File: src/rtl/seg_scan_sched.sv
// seg_scan_sched: page scheduler and digit multiplexer for a 4-digit
// seven-segment display on the 190 Hz scan clock.
// Page A and page B share the display. Manual mode shows the page picked by
// sel. Auto mode rotates between the pages every DWELL frames.
// The digits of the chosen page are captured once per frame at the frame
// boundary, so a frame never mixes old and new input values.
// Optional feature: define SEG_LZ_BLANK_EN to blank leading zeros
// (digits 3..1) of the captured frame.
module seg_scan_sched #(
  parameter int DWELL = 190
) (
  input  logic        clk190hz,
  input  logic        rst,
  input  logic        sel,
  input  logic        auto,
  input  logic [15:0] a_digits,
  input  logic        a_valid,
  input  logic [15:0] b_digits,
  input  logic        b_valid,
  output logic [3:0]  pos,
  output logic [7:0]  seg,
  output logic        page
);

  localparam int DW_W = $clog2(DWELL + 1);

  typedef enum logic [1:0] {
    BLANK  = 2'd0,
    SHOW_A = 2'd1,
    SHOW_B = 2'd2
  } state_t;

  state_t          state_q, state_d;
  logic [DW_W-1:0] dwell_q, dwell_d;
  logic [1:0]      idx_q;
  logic [15:0]     fbuf_q, fbuf_d;
  logic [3:0]      pos_q, pos_d;
  logic [7:0]      seg_q, seg_d;
  logic            page_q;
  logic [3:0]      nib_s;
  logic [3:0]      lz_s;
  logic            dwell_last_s;

  // BCD nibble to gfedcba pattern; codes 10..15 show a dash as an error mark.
  function automatic logic [6:0] seg7_decode(input logic [3:0] nib);
    logic [6:0] pat;
    case (nib)
      4'd0:    pat = 7'h3F;
      4'd1:    pat = 7'h06;
      4'd2:    pat = 7'h5B;
      4'd3:    pat = 7'h4F;
      4'd4:    pat = 7'h66;
      4'd5:    pat = 7'h6D;
      4'd6:    pat = 7'h7D;
      4'd7:    pat = 7'h07;
      4'd8:    pat = 7'h7F;
      4'd9:    pat = 7'h6F;
      default: pat = 7'h40;
    endcase
    return pat;
  endfunction

  assign dwell_last_s = (dwell_q == DW_W'(DWELL - 1));

  // Page selection for the next frame; only committed at the frame boundary.
  always_comb begin
    state_d = state_q;
    dwell_d = dwell_q;
    if (!auto) begin
      dwell_d = '0;
      if (sel) begin
        state_d = b_valid ? SHOW_B : BLANK;
      end else begin
        state_d = a_valid ? SHOW_A : BLANK;
      end
    end else begin
      case (state_q)
        BLANK: begin
          dwell_d = '0;
          if (a_valid) begin
            state_d = SHOW_A;
          end else if (b_valid) begin
            state_d = SHOW_B;
          end else begin
            state_d = BLANK;
          end
        end
        SHOW_A: begin
          if (!a_valid) begin
            dwell_d = '0;
            state_d = b_valid ? SHOW_B : BLANK;
          end else if (dwell_last_s) begin
            dwell_d = '0;
            state_d = b_valid ? SHOW_B : SHOW_A;
          end else begin
            dwell_d = dwell_q + DW_W'(1);
            state_d = SHOW_A;
          end
        end
        SHOW_B: begin
          if (!b_valid) begin
            dwell_d = '0;
            state_d = a_valid ? SHOW_A : BLANK;
          end else if (dwell_last_s) begin
            dwell_d = '0;
            state_d = a_valid ? SHOW_A : SHOW_B;
          end else begin
            dwell_d = dwell_q + DW_W'(1);
            state_d = SHOW_B;
          end
        end
        default: begin
          dwell_d = '0;
          state_d = BLANK;
        end
      endcase
    end
  end

  // Digits captured for the next frame follow the page that frame will show.
  always_comb begin
    case (state_d)
      SHOW_A:  fbuf_d = a_digits;
      SHOW_B:  fbuf_d = b_digits;
      default: fbuf_d = 16'h0000;
    endcase
  end

  // Pick the nibble of the digit being scanned from the captured frame.
  always_comb begin
    case (idx_q)
      2'd0:    nib_s = fbuf_q[3:0];
      2'd1:    nib_s = fbuf_q[7:4];
      2'd2:    nib_s = fbuf_q[11:8];
      2'd3:    nib_s = fbuf_q[15:12];
      default: nib_s = 4'h0;
    endcase
  end

  // Leading-zero mask: a digit is blanked when it and every higher digit are 0.
  always_comb begin
`ifdef SEG_LZ_BLANK_EN
    lz_s[3] = (fbuf_q[15:12] == 4'h0);
    lz_s[2] = (fbuf_q[15:8] == 8'h00);
    lz_s[1] = (fbuf_q[15:4] == 12'h000);
    lz_s[0] = 1'b0;
`else
    lz_s = 4'b0000;
`endif
  end

  // Next digit enable and segment pattern; dp marks digit3 of a page-B frame.
  always_comb begin
    pos_d = 4'b0001 << idx_q;
    if ((state_q == BLANK) || lz_s[idx_q]) begin
      seg_d[6:0] = 7'h00;
    end else begin
      seg_d[6:0] = seg7_decode(nib_s);
    end
    seg_d[7] = (idx_q == 2'd3) && (state_q == SHOW_B);
  end

  // Scan counter, registered outputs, and boundary-only page/frame updates.
  always_ff @(posedge clk190hz) begin
    if (!rst) begin
      idx_q   <= 2'd0;
      pos_q   <= 4'b0000;
      seg_q   <= 8'h00;
      page_q  <= 1'b0;
      state_q <= BLANK;
      dwell_q <= '0;
      fbuf_q  <= 16'h0000;
    end else begin
      idx_q <= idx_q + 2'd1;
      pos_q <= pos_d;
      seg_q <= seg_d;
      if (idx_q == 2'd3) begin
        state_q <= state_d;
        dwell_q <= dwell_d;
        fbuf_q  <= fbuf_d;
        page_q  <= (state_d == SHOW_B);
      end else begin
        state_q <= state_q;
        dwell_q <= dwell_q;
        fbuf_q  <= fbuf_q;
        page_q  <= page_q;
      end
    end
  end

  assign pos  = pos_q;
  assign seg  = seg_q;
  assign page = page_q;

endmodule

File: config.mk
export PLATFORM = sky130hd
export DESIGN_NAME = seg_scan_sched
export DESIGN_NICKNAME = d
export VERILOG_FILES = /design/src/rtl/seg_scan_sched.sv
export SDC_FILE = /design/constraint.sdc
export NUM_CORES = 1
export LEC_CHECK = 0
export CELL_PAD_IN_SITES_DETAIL_PLACEMENT = 0
export CELL_PAD_IN_SITES_GLOBAL_PLACEMENT = 1
export CORE_MARGIN = 10
export CORE_UTILIZATION = 41
export CTS_BUF_LIST = sky130_fd_sc_hd__clkbuf_16
export DETAILED_ROUTE_END_ITERATION = 6
export GPL_TIMING_DRIVEN = 0
export PLACE_DENSITY_LB_ADDON = 0.1
export REMOVE_ABC_BUFFERS = 1
export SYNTH_ARGS = -nofsm -noshare
export SYNTH_HDL_FRONTEND = slang
export SYNTH_SLANG_ARGS = --single-unit
File: constraint.sdc
create_clock -name clk190hz -period 5.5 [get_ports clk190hz]
set_input_delay 0.55 -clock clk190hz [delete_from_list [all_inputs] [get_ports clk190hz]]
set_output_delay 0.55 -clock clk190hz [all_outputs]
set_load 0.02 [all_outputs]
## Word level (Yosys, flattened, before mapping)

Memories as Yosys holds them, arrays and structs flattened. A register that Yosys moved wholly into a read port is not among the register bits.
Index checks and enable logic that the tools add are counted.

| cells by class | value |
|---|---|
| $lt $le $gt $ge | 1 |
| add/subtract/negate cells | 2 |
| shift-type cells | 1 |
| reduce and logical (&&, ||, !) cells | 5 |
| equal/unequal tests | 8 |
| bitwise logic cells | 1 |
| multiplexer cells | 21 |

Operators by type and width:

| cell | number |
|---|---|
| 2-to-1 mux 8 bit | 4 |
| one-hot mux 16 bit (2 select lines) | 1 |
| 2-to-1 mux 2 bit | 10 |
| one-hot mux 4 bit (4 select lines) | 1 |
| one-hot mux 8 bit (2 select lines) | 1 |
| adder 8 x 1 -> 8 bit, second input constant | 1 |
| equality test 2 bit, second input constant | 4 |
| equality test 8 bit, second input constant | 1 |
| equality test 2 x 1 -> 1 bit, second input constant | 3 |
| one-hot mux 2 bit (3 select lines) | 1 |
| logical NOT 2 bit | 2 |
| << shifter 1 x 2 -> 4 bit, first input constant | 1 |
| < comparator 2 x 3 -> 1 bit, second input constant | 1 |
| adder 2 x 1 -> 2 bit, second input constant | 1 |
| binary-select mux 1 bit (select 2 bit) | 1 |
| 2-to-1 mux 1 bit | 2 |
| OR reduction 2 bit | 1 |
| logical AND 1 bit | 1 |
| logical OR 1 bit | 1 |
| inverter 1 bit | 1 |

| storage, ports and cells | value |
|---|---|
| input bits | 38 |
| memories kept | 1 |
| register bits after elaboration | 34 |
| memory bits (read-only) | 112 |
| word-level logic and storage cells | 47 |
| output and inout port bits | 13 |

Memories:

| memory | words | width | rd ports | clocked after Yosys merged registers in | write ports | RTL line | RTL |
|---|---|---|---|---|---|---|---|
| (name not given) | 16 | 7 | 1 | 1 | 0 | 47 | `case (nib)` |

## Depth between registers and ports, before layout

Gate-level depths: netlist (run 1).

| depth | value |
|---|---|
| depth in word-level cells | 7 |
| mapped depth | 16 |
| depth with buffers taken out | 11 |

## Worst setup path before layout (run 1)

No wires, ideal clock.

| timing | value |
|---|---|
| path type | register to register |
| from | register dwell_q[1] |
| to | register fbuf_q[3] |
| library setup time | 87 ps |
| slack | 2357 ps |
| period minus slack after synthesis | 3143 ps |
| stages on the path, launching flop included | 17 |
| data required time | 5413 ps |
| path buffers | 5 |
| data arrival time | 3056 ps |
| cells stage by stage | dfxtp_1 inv_1 ha_1 and3_1 and2_1 buf_2 a221oi_4 buf_6 inv_1 ha_1 and3b_1 clkbuf_1 and2_1 clkbuf_1 buf_2 a22oi_1 o31ai_1 |

| on the way | value |
|---|---|
| longest elaborated chain between the ends | 7 |
| elaborated cells between the ends (all ways) | 10 |
| those cells by class | eq/ne (3); mux (7) |

Ends and longest elaborated chain:

| what | RTL line | RTL |
|---|---|---|
| from (decl) | 34 | `logic [DW_W-1:0] dwell_q, dwell_d;` |
| from (signal assigned) | 179 | `dwell_q <= dwell_d;` |
| from (signal assigned) | 184 | `dwell_q <= dwell_q;` |
| equality test 8 bit (*) | 63 | `assign dwell_last_s = (dwell_q == DW_W'(DWELL - 1));` |
| 2-to-1 mux 2 bit, on equally long branches | 104, 92 |  |
| 2-to-1 mux 2 bit, on equally long branches | 101, 89 |  |
| one-hot mux 2 bit (3 select lines) (*) | 77 | `case (state_q)` |
| 2-to-1 mux 2 bit (*) | 69 | `if (!auto) begin` |
| equality test 2 bit or equality test 2 x 1 -> 1 bit (tied branches) | 122 | `case (state_d)` |
| one-hot mux 16 bit (2 select lines) (*) | 122 |  |
| to (signal assigned) | 180 | `fbuf_q <= fbuf_d;` |
| to (signal assigned) | 185 | `fbuf_q <= fbuf_q;` |
| to (decl) | 36 | `logic [15:0] fbuf_q, fbuf_d;` |

Mark *: on every way between the ends. The rest lies on a longest branch, timed or not.
A chain may end at the register's enable or synchronous reset.

## Worst setup path in the final report (run 1)

Same ends and word-level chain as after synthesis.

==> qor.csv, run 1 <==
stage,metric,value,unit
power_and_ir_drop,clkPwrFrac,46.6,%
synth,ys_top_cells_by_area,"dfxtp_1 (37%), ha_1 (10%), a22oi_1 (6.4%)",
critical_path,slowest_stage,a221oi_4,
layout,nNetsFinal,342,
clock_network,clock_path_buffers,2,
clock_network,numCtsBuffers,5,
timing,hold_viol_final,0,
critical_path,cp_cell_sequence,"inv_1, ha_1, and3_1, and2_1, a221oi_4, inv_1, ha_1, and3b_1, and2_1, a22oi_1, o31ai_1",
layout,insertedDiodeCount,0,
critical_path,cp.depth,11,
critical_path,required,5.69,ns
timing,tightest_slew,1.088,ns
timing,fin_ws,1.378,ns
run,cap_violations,0,
clock_network,clock_sinks,41,
detailed_routing,drc_errors,0,
grt,grt_max_degree,23,
grt,grt_use_total,13.36,%
synth,yosys.area.top_type_share,36.55,%
synth,ys.warnings.count,0,
place,post-place-cells,349,
layout,syn_to_final_growth,31.20,%
clock_network,clockRootBuffer,clkbuf_16,
detailed_routing,num_vias,1957,
detailed_routing,finalWirelength,5742,um
synth,ys_seq_area_share,36.55,%
critical_path,critical_path_class,flop to flop,
place,pre_cts_slack,1.221,ns
synth,synth.distinct_cells,50,
power_and_ir_drop,p_leak,1.119,nW
timing,final_max_slew_viol_count,0,
power_and_ir_drop,peakVddDrop,0.0001985,V
place,port_buffers,50,
critical_path,startpoint_type,flop,
synth,synth_area,0.002246,mm^2
power_and_ir_drop,p_int,0.6239,mW
synth,synth-seq-cells,41,
place,dp_hpwl,4082,um
critical_path,cp_slowest_stage_delay,0.89,ns
die,die_w,94.01,um
clock_network,cts_tree,built,
synth,synth_area_per_cell,9.242,um^2
clock_network,insertion_delay,0.29,ns
die,start_util,43.15,%
layout,final_util,56.61,%
power_and_ir_drop,p_per_area,276.0,mW/mm^2
die,core,0.005205,mm^2
run_status,status,"complete, no violations",
critical_path,reg2reg_depth,11,
critical_path,end_kind,flop,
timing,skew,0.004437,ns
critical_path,cp.arrival,4.31,ns
synth,synth-main-ff-cell,dfxtp_1,
layout,layout-drive-gt1-share,5.226,%
critical_path,critPathMaxFanout,19,
layout,fin_cells,357,
power_and_ir_drop,sequentialPowerShare,38.0,%
detailed_routing,first_iter_violations,74,
layout,final_cell_mix,"clkdlybuf4s50_1 (50), dfxtp_1 (41), a22oi_1 (19), nand2_1 (19), ha_1 (18)",
detailed_routing,vias_per_cell,5.482,
grt,grt_pass1_wl,9591,um
synth,syn_inst,243,
timing,fin_crit,4.122,ns
grt,antenna_found_initial,0,
die,num_io_pins,51,
synth,ys_async_sr_fraction,0,%
timing,relSlewSlack,27.31,%
detailed_routing,dr.pass1.iters,4,
worst_hold_path,worstHoldPathType,flop to flop,
grt,grt_pass1_vias,1959,
die,std_cell_rows,26,
clock_network,hold_buffers,0,
detailed_routing,avgRoutedWirePerCell,16.08,um
critical_path,cp_top_family,simple AND/OR/NAND/NOR gates,
worst_hold_path,hold_depth,2,
clock_network,cts_max_level,2,
layout,layout_commonest_cell,clkdlybuf4s50_1,
timing,max_clock_freq,0.2426,GHz
clock_network,post_cts_resize_count,0,
power_and_ir_drop,combPwrFrac,15.4,%
die,die_h,94.01,um
timing,setup-tns-final,0,ns
timing,rsz0062_at_grt,no,
die,die_area,0.008838,mm^2
timing,fin_crit_sh,74.94,%
synth,synth_edf_count,0,
timing,finalSetupViolations,0,
grt,grt_overflow,0,
clock_network,cts_setup_buffers,0,
power_and_ir_drop,switching_share,23.28,%
critical_path,crit_buf_inv,2,
clock_network,cts.clk_slew.worst_paths,0.06,ns
power_and_ir_drop,switchingPower,0.1893,mW
detailed_routing,drtAntennaViolNets,0,
synth,synth.largest_area_cell,dfxtp_1,
place,place_congestion,0.8074,
[flip-flops by register name, indices dropped and copies added (netlist names)]
name and cells:
page 1, state_q 2, idx_q 2, dwell_q 8, pos 4, fbuf_q 16
seg 8
[layout make-up]
cell class              instances  area, um^2
well taps                      70       87.58
clock buffers                   5       125.1
repair buffers                 50       500.5
inverters                      14       52.55
multi-input cells             174        1295
fillers                       494        2258
clock inverters                 3       65.06
flip-flops and latches         41       820.8
[worst reg2reg max path: stages, from the launching register on]
cell and delay [ns]:
dfxtp_1 0.37, inv_1 0.07, ha_1 0.18, and3_1 0.21, and2_1 0.38, a221oi_4 0.89
inv_1 0.11, ha_1 0.31, and3b_1 0.60, and2_1 0.60, a22oi_1 0.18, o31ai_1 0.13
[logic make-up (layout without fill, tap and decap cells)]
| kind of cell | after synthesis | count (layout) | share of synthesized area (%) |
|---|---|---|---|
| flip-flops | 41 | 41 | 36.55 |
| AO/OA/AOI/OAI | 83 | 83 | 28.47 |
| AND/OR/NAND/NOR | 70 | 70 | 17.77 |
| adder cells (fa/ha/maj) | 18 | 18 | 10.03 |
| buffers and inverters | 28 | 72 | 5.794 |
| multiplexers | 3 | 3 | 1.393 |
[synth_stat cells, drive strengths merged, types with 6 or more instances]
| cell type | n |
|---|---|
| o31ai | 16 |
| nand2 | 19 |
| a21oi | 11 |
| ha | 18 |
| buf | 8 |
| o21ai | 7 |
| dfxtp | 41 |
| inv | 14 |
| a22oi | 19 |
| and2 | 7 |
| clkbuf | 6 |
| nor2b | 8 |
[power by group through the flow]
stage	clock network (mW)	logic, mW	registers [mW]
floorplan	0	0.0621	0.321
global placement	0	0.125	0.316
detailed placement	0	0.126	0.316
CTS	0.386	0.127	0.309
global route	0.399	0.140	0.310
finish	0.379	0.125	0.309
[per-stage QoR]
step	power, mW	hold WS, ns	area [um^2]
floorplan	0.3831	0.4479	2168
global placement	0.4402	0.4678	2756
detailed placement	0.4415	0.4716	2756
CTS	0.8219	0.4876	2947
global route	0.8488	0.5088	2947
finish	0.8133	0.4842	2947
[path summary, 6_finish.rpt]
path	start	endpoint	slack, ns
worst max register to register	dwell_q[1]	fbuf_q[3]	1.38
worst max-delay path	dwell_q[1]	fbuf_q[3]	1.38
worst min-delay path	fbuf_q[5]	fbuf_q[5]	0.48
worst min register to register	fbuf_q[5]	fbuf_q[5]	0.48
[routing by layer]
layer / track usage [%] / share of wire [%] / vias up
li1: - / - / 994
met1: 15.21 / 43 / 928
met2: 23.79 / 51 / 27
met3: 3.038 / 4.2 / 8
met4: 4.557 / 1.4 / 0
met5: 0 / 0 / -
(Power assumes the default switching activity.)
==> inputs of run 2 (changes only) <==
CORE_UTILIZATION = 34   (was 41)
clock period = 3.7 ns   (was 5.5 ns; I/O delays follow)
==> run 2 against run 1 <==
Compared with the run above:
- critical path depth stayed put
- highest routed layer unchanged
- routed wire length about the same
- die area is 16% higher
- non-clock buffer count is 2 higher
- largest cell class unchanged
- register-to-register slack got worse by 0.85 ns
- first-iteration DRC count rose by 20%
==> qor.csv, run 2 (same netlist as run 1, synthesis figures left out) <==
stage,metric,value,unit
die,die_h,101.3,um
clock_network,numCtsBuffers,5,
detailed_routing,dr.pass1.iters,5,
layout,syn_to_final_growth,30.19,%
power_and_ir_drop,total_power,1.052,mW
grt,grt_overflow,0,
clock_network,clock_path_buffers,2,
grt,grt_pass1_vias,1919,
detailed_routing,vias_per_cell,5.266,
worst_hold_path,hp-start,fbuf_q[12],
timing,fin_crit,3.170,ns
timing,relSlewSlack,26.66,%
timing,rsz0062_at_grt,no,
critical_path,critPathMaxFanout,16,
run,cap_violations,0,
timing,hold_viol_final,0,
die,start_util,35.17,%
timing,final_max_slew_viol_count,0,
critical_path,critical_path_class,flop to flop,
layout,layout_commonest_cell,clkdlybuf4s50_1,
timing,finalSetupViolations,0,
grt,antenna_found_initial,0,
timing,skew,0.002740,ns
timing,tightest_slew,1.098,ns
critical_path,startpoint_type,flop,
layout,multiInputGateArea,0.001306,mm^2
worst_hold_path,worstHoldPathType,flop to flop,
detailed_routing,num_vias,1922,
detailed_routing,first_iter_violations,89,
clock_network,cts_max_level,2,
critical_path,r2r_start,dwell_q[1],
power_and_ir_drop,peakVddDrop,0.0002773,V
detailed_routing,finalWirelength,5738,um
timing,max_clock_freq,0.3155,GHz
die,num_io_pins,51,
timing,setup-tns-final,0,ns
worst_hold_path,worst_hold_path.endpoint,fbuf_q[12],
clock_network,clock_sinks,41,
worst_hold_path,hold_depth,2,
place,place_congestion,0.7258,
power_and_ir_drop,p_per_area,359.6,mW/mm^2
place,post-place-cells,356,
layout,fill_cells,639,
grt,grt_max_degree,23,
run_status,status,"complete, no violations",
place,port_buffers,50,
critical_path,required,3.89,ns
place,dp_hpwl,4108,um
detailed_routing,avgRoutedWirePerCell,15.72,um
grt,grt_use_total,11.40,%
detailed_routing,drc_errors,0,
layout,final_util,45.79,%
clock_network,cts.clk_slew.worst_paths,0.06,ns
power_and_ir_drop,p_leak,1.100,nW
critical_path,end_kind,flop,
layout,layout-drive-gt1-share,5.556,%
layout,insertedDiodeCount,0,
layout,fin_cells,365,
layout,final_cell_mix,"clkdlybuf4s50_1 (50), dfxtp_1 (41), a22oi_1 (19), nand2_1 (19), ha_1 (18)",
die,die_w,101.3,um
clock_network,insertion_delay,0.28,ns
die,core,0.006386,mm^2
layout,regMostFlops,fbuf_q,
clock_network,cts_tree,built,
timing,fin_crit_sh,85.67,%
layout,nNetsFinal,344,
detailed_routing,drtAntennaViolNets,0,
clock_network,clockRootBuffer,clkbuf_16,
critical_path,regToRegSetupSlack,0.53,ns
timing,whs,0.4784,ns
die,std_cell_rows,29,
critical_path,timing.rr.end,fbuf_q[15],
critical_path,cp.arrival,3.36,ns
layout,largest_reg_flops,16,
layout,seqCellArea,820.8,um^2
grt,grt_pass1_wl,9494,um
die,die_area,0.01026,mm^2
critical_path,reg2reg_depth,11,
## run 2: how the worst max path moves through the flow
stage / startpoint / to
2_1_floorplan: dwell_q[1] / fbuf_q[0]
3_3_place_gp: dwell_q[1] / fbuf_q[5]
3_5_place_dp: dwell_q[1] / fbuf_q[10]
4_1_cts: dwell_q[1] / fbuf_q[15]
5_1_grt: dwell_q[1] / fbuf_q[15]
6_report: dwell_q[1] / fbuf_q[15]
## run 2: final cells by class
type / count / share of cell area, %
timing repair buffer: 52 / 17.63
clock buffer: 5 / 4.279
clock inverter: 2 / 0.2567
sequential: 41 / 28.07
inverter: 14 / 1.797
tap: 77 / 3.295
multi-input combinational: 174 / 44.67
## run 2: per-layer routing
| layer | up-vias | routed length [um] | GRT usage [%] |
|---|---|---|---|
| met2 | 28 | 2681 | 18.31 |
| met4 | 0 | 32 | 3.537 |
| met5 | - | 0 | 0 |
| met3 | 2 | 271 | 3.199 |
| met1 | 890 | 2752 | 14.42 |
| li1 | 1002 | - | - |
## run 2: repair_timing
| item | CTS | global route |
|---|---|---|
| setup endpoints to repair | 15 | 15 |
| hold buffers | 0 | 0 |
| pin swaps | 1 | 1 |
| resized for setup | 2 | 1 |
| setup buffers | 1 | 1 |
## run 2: per-stage QoR
stage	cell area, um^2	setup slack [ns]
after floorplan	2168	0.4481
after global placement	2765	-0.5163
after detailed placement	2765	-0.5097
after CTS	2915	0.008988
after global routing	2924	0.2353
final	2924	0.5301
## run 2: report_power, final
part	internal, mW	switching, mW
logic	0.0921	0.0989
registers	0.453	0.00615
clock network	0.241	0.160
total	0.787	0.265
## run 2: critical path: stages (launching register included)
cell and delay (ns):
dfxtp_1 0.38, inv_1 0.08, ha_1 0.18, and3_1 0.21, and2_1 0.39, a221oi_4 0.39, inv_1 0.07, ha_1 0.28
and3b_2 0.43, and2_2 0.40, a22oi_1 0.14, o31ai_1 0.13
==> inputs of run 3 (changes only) <==
clock period = 2.8 ns   (was 3.7 ns; I/O delays follow)
==> run 3 against run 2 <==
Compared with the run above:
- global-route usage up 0.25 points
- critical path depth unchanged
- clock skew up 0.0017 ns
==> qor.csv, run 3 (same netlist as run 1, synthesis figures left out) <==
stage,metric,value,unit
run_status,status,"complete, no violations",
power_and_ir_drop,p_per_area,472.8,mW/mm^2
critical_path,critical_path_class,flop to flop,
die,die_w,101.3,um
place,pre_cts_slack,-1.410,ns
layout,fill_cells,634,
critical_path,cp_slowest_stage_delay,0.35,ns
die,num_io_pins,51,
clock_network,numCtsBuffers,5,
place,dpl-instance-area,0.002765,mm^2
timing,relSlewSlack,27.32,%
power_and_ir_drop,clkPwrFrac,38.2,%
critical_path,cp_cell_sequence,"inv_1, ha_1, and3_1, and2_4, a221oi_4, inv_1, ha_1, and3b_4, and2_4, a22oi_1, o31ai_1",
timing,finalSetupViolations,0,
timing,fin_ws,0.2114,ns
power_and_ir_drop,p_int,1.041,mW
timing,whs,0.4789,ns
worst_hold_path,worstHoldPathType,flop to flop,
clock_network,cts.clk_slew.worst_paths,0.06,ns
timing,max_clock_freq,0.3863,GHz
layout,nNetsFinal,347,
layout,insertedDiodeCount,0,
critical_path,slowest_stage,dfxtp_2,
timing,fin_crit,2.589,ns
place,post-place-cells,356,
clock_network,clockRootBuffer,clkbuf_16,
grt,grt_pass1_vias,1961,
clock_network,cts_max_level,2,
grt,grt_use_total,11.65,%
critical_path,cp_top_family,simple AND/OR/NAND/NOR gates,
clock_network,clock_path_buffers,2,
critical_path,cp.arrival,2.77,ns
place,dp_hpwl,4108,um
power_and_ir_drop,combPwrFrac,18.3,%
detailed_routing,drtAntennaViolNets,0,
power_and_ir_drop,total_power,1.397,mW
detailed_routing,finalWirelength,5886,um
grt,grt_overflow,0,
place,port_buffers,50,
critical_path,required,2.99,ns
die,std_cell_rows,29,
grt,grt_max_degree,23,
detailed_routing,num_vias,1943,
detailed_routing,avgRoutedWirePerCell,15.99,um
layout,final_cell_mix,"clkdlybuf4s50_1 (50), dfxtp_1 (40), a22oi_1 (19), nand2_1 (19), ha_1 (18)",
detailed_routing,dr.pass1.iters,4,
layout,fin_cells,368,
clock_network,cts_tree,built,
timing,final_max_slew_viol_count,0,
clock_network,clock_sinks,41,
power_and_ir_drop,switchingPower,0.3559,mW
layout,layout-drive-gt1-share,7.216,%
critical_path,end_kind,flop,
power_and_ir_drop,peakVddDrop,0.0003668,V
timing,hold_viol_final,0,
layout,largest_reg_flops,16,
timing,tightest_slew,1.088,ns
detailed_routing,first_iter_violations,96,
layout,syn_to_final_growth,31.59,%
place,place_congestion,0.7258,
detailed_routing,vias_per_cell,5.280,
die,die_h,101.3,um
clock_network,insertion_delay,0.28,ns
critical_path,critPathMaxFanout,16,
layout,regMostFlops,fbuf_q,
die,die_area,0.01026,mm^2
die,start_util,35.17,%
grt,grt_pass1_wl,9742,um
critical_path,startpoint_type,flop,
power_and_ir_drop,switching_share,25.48,%
timing,rsz0062_at_grt,no,
die,core,0.006386,mm^2
timing,fin_crit_sh,92.45,%
power_and_ir_drop,p_leak,1.114,nW
timing,skew,0.004408,ns
run,cap_violations,0,
grt,antenna_found_initial,0,
layout,postLayoutCellArea,0.002955,mm^2
critical_path,crit_buf_inv,2,
power_and_ir_drop,sequentialPowerShare,43.5,%
layout,layout_commonest_cell,clkdlybuf4s50_1,
detailed_routing,drc_errors,0,
## run 3: stage by stage
step | utilization [%] | TNS [ns]
2_1_floorplan | - | -6.779
3_3_place_gp | 43.30 | -21.33
3_5_place_dp | 43.30 | -21.28
4_1_cts | 46.24 | 0
5_1_grt | 46.28 | 0
6_report | 46.28 | 0
## run 3: worst paths after layout
check             start   endpoint  slack (ns)  cells after the start
max          dwell_q[1]  fbuf_q[2]        0.21                     11
max reg2reg  dwell_q[1]  fbuf_q[2]        0.21                     11
min reg2reg   fbuf_q[0]  fbuf_q[0]        0.48                      2
min           fbuf_q[0]  fbuf_q[0]        0.48                      2
## run 3: what timing repair did
item,CTS,global route
endpoints found under the setup margin,16,17
gates resized for setup,7,3
gates cloned,1,0
hold buffers,0,0
setup buffers,4,0
pin swaps,3,1
## run 3: per-layer routing
layer  track usage, %  vias up  wire (um)
met5                0        -          0
met2            18.95       35       2817
met3            3.199        2        300
met4            3.537        0         32
li1                 -     1009          -
met1            14.62      897       2735
## run 3: final cells by class
cell class	instances	area [um^2]	area share, %
Multi-Input combinational cell	175	1321	44.71
Inverter	14	52.55	1.778
Tap cell	77	96.34	3.260
Clock inverter	2	7.507	0.2540
Clock buffer	5	125.1	4.234
Timing Repair Buffer	54	530.5	17.95
Sequential cell	41	822.0	27.82
## run 3: power groups by stage
stage | clock [mW] | combinational [mW] | sequential [mW]
after floorplan | 0 | 0.122 | 0.630
after global placement | 0 | 0.250 | 0.620
after detailed placement | 0 | 0.249 | 0.620
after CTS | 0.547 | 0.258 | 0.607
after global routing | 0.573 | 0.282 | 0.609
final | 0.534 | 0.256 | 0.607
## run 3: worst reg2reg max path, stage by stage (launching register included)
cell and delay (ns):
dfxtp_2 0.35, inv_1 0.06, ha_1 0.17, and3_1 0.21
and2_4 0.24, a221oi_4 0.32, inv_1 0.07, ha_1 0.29
and3b_4 0.33, and2_4 0.22, a22oi_1 0.10, o31ai_1 0.13
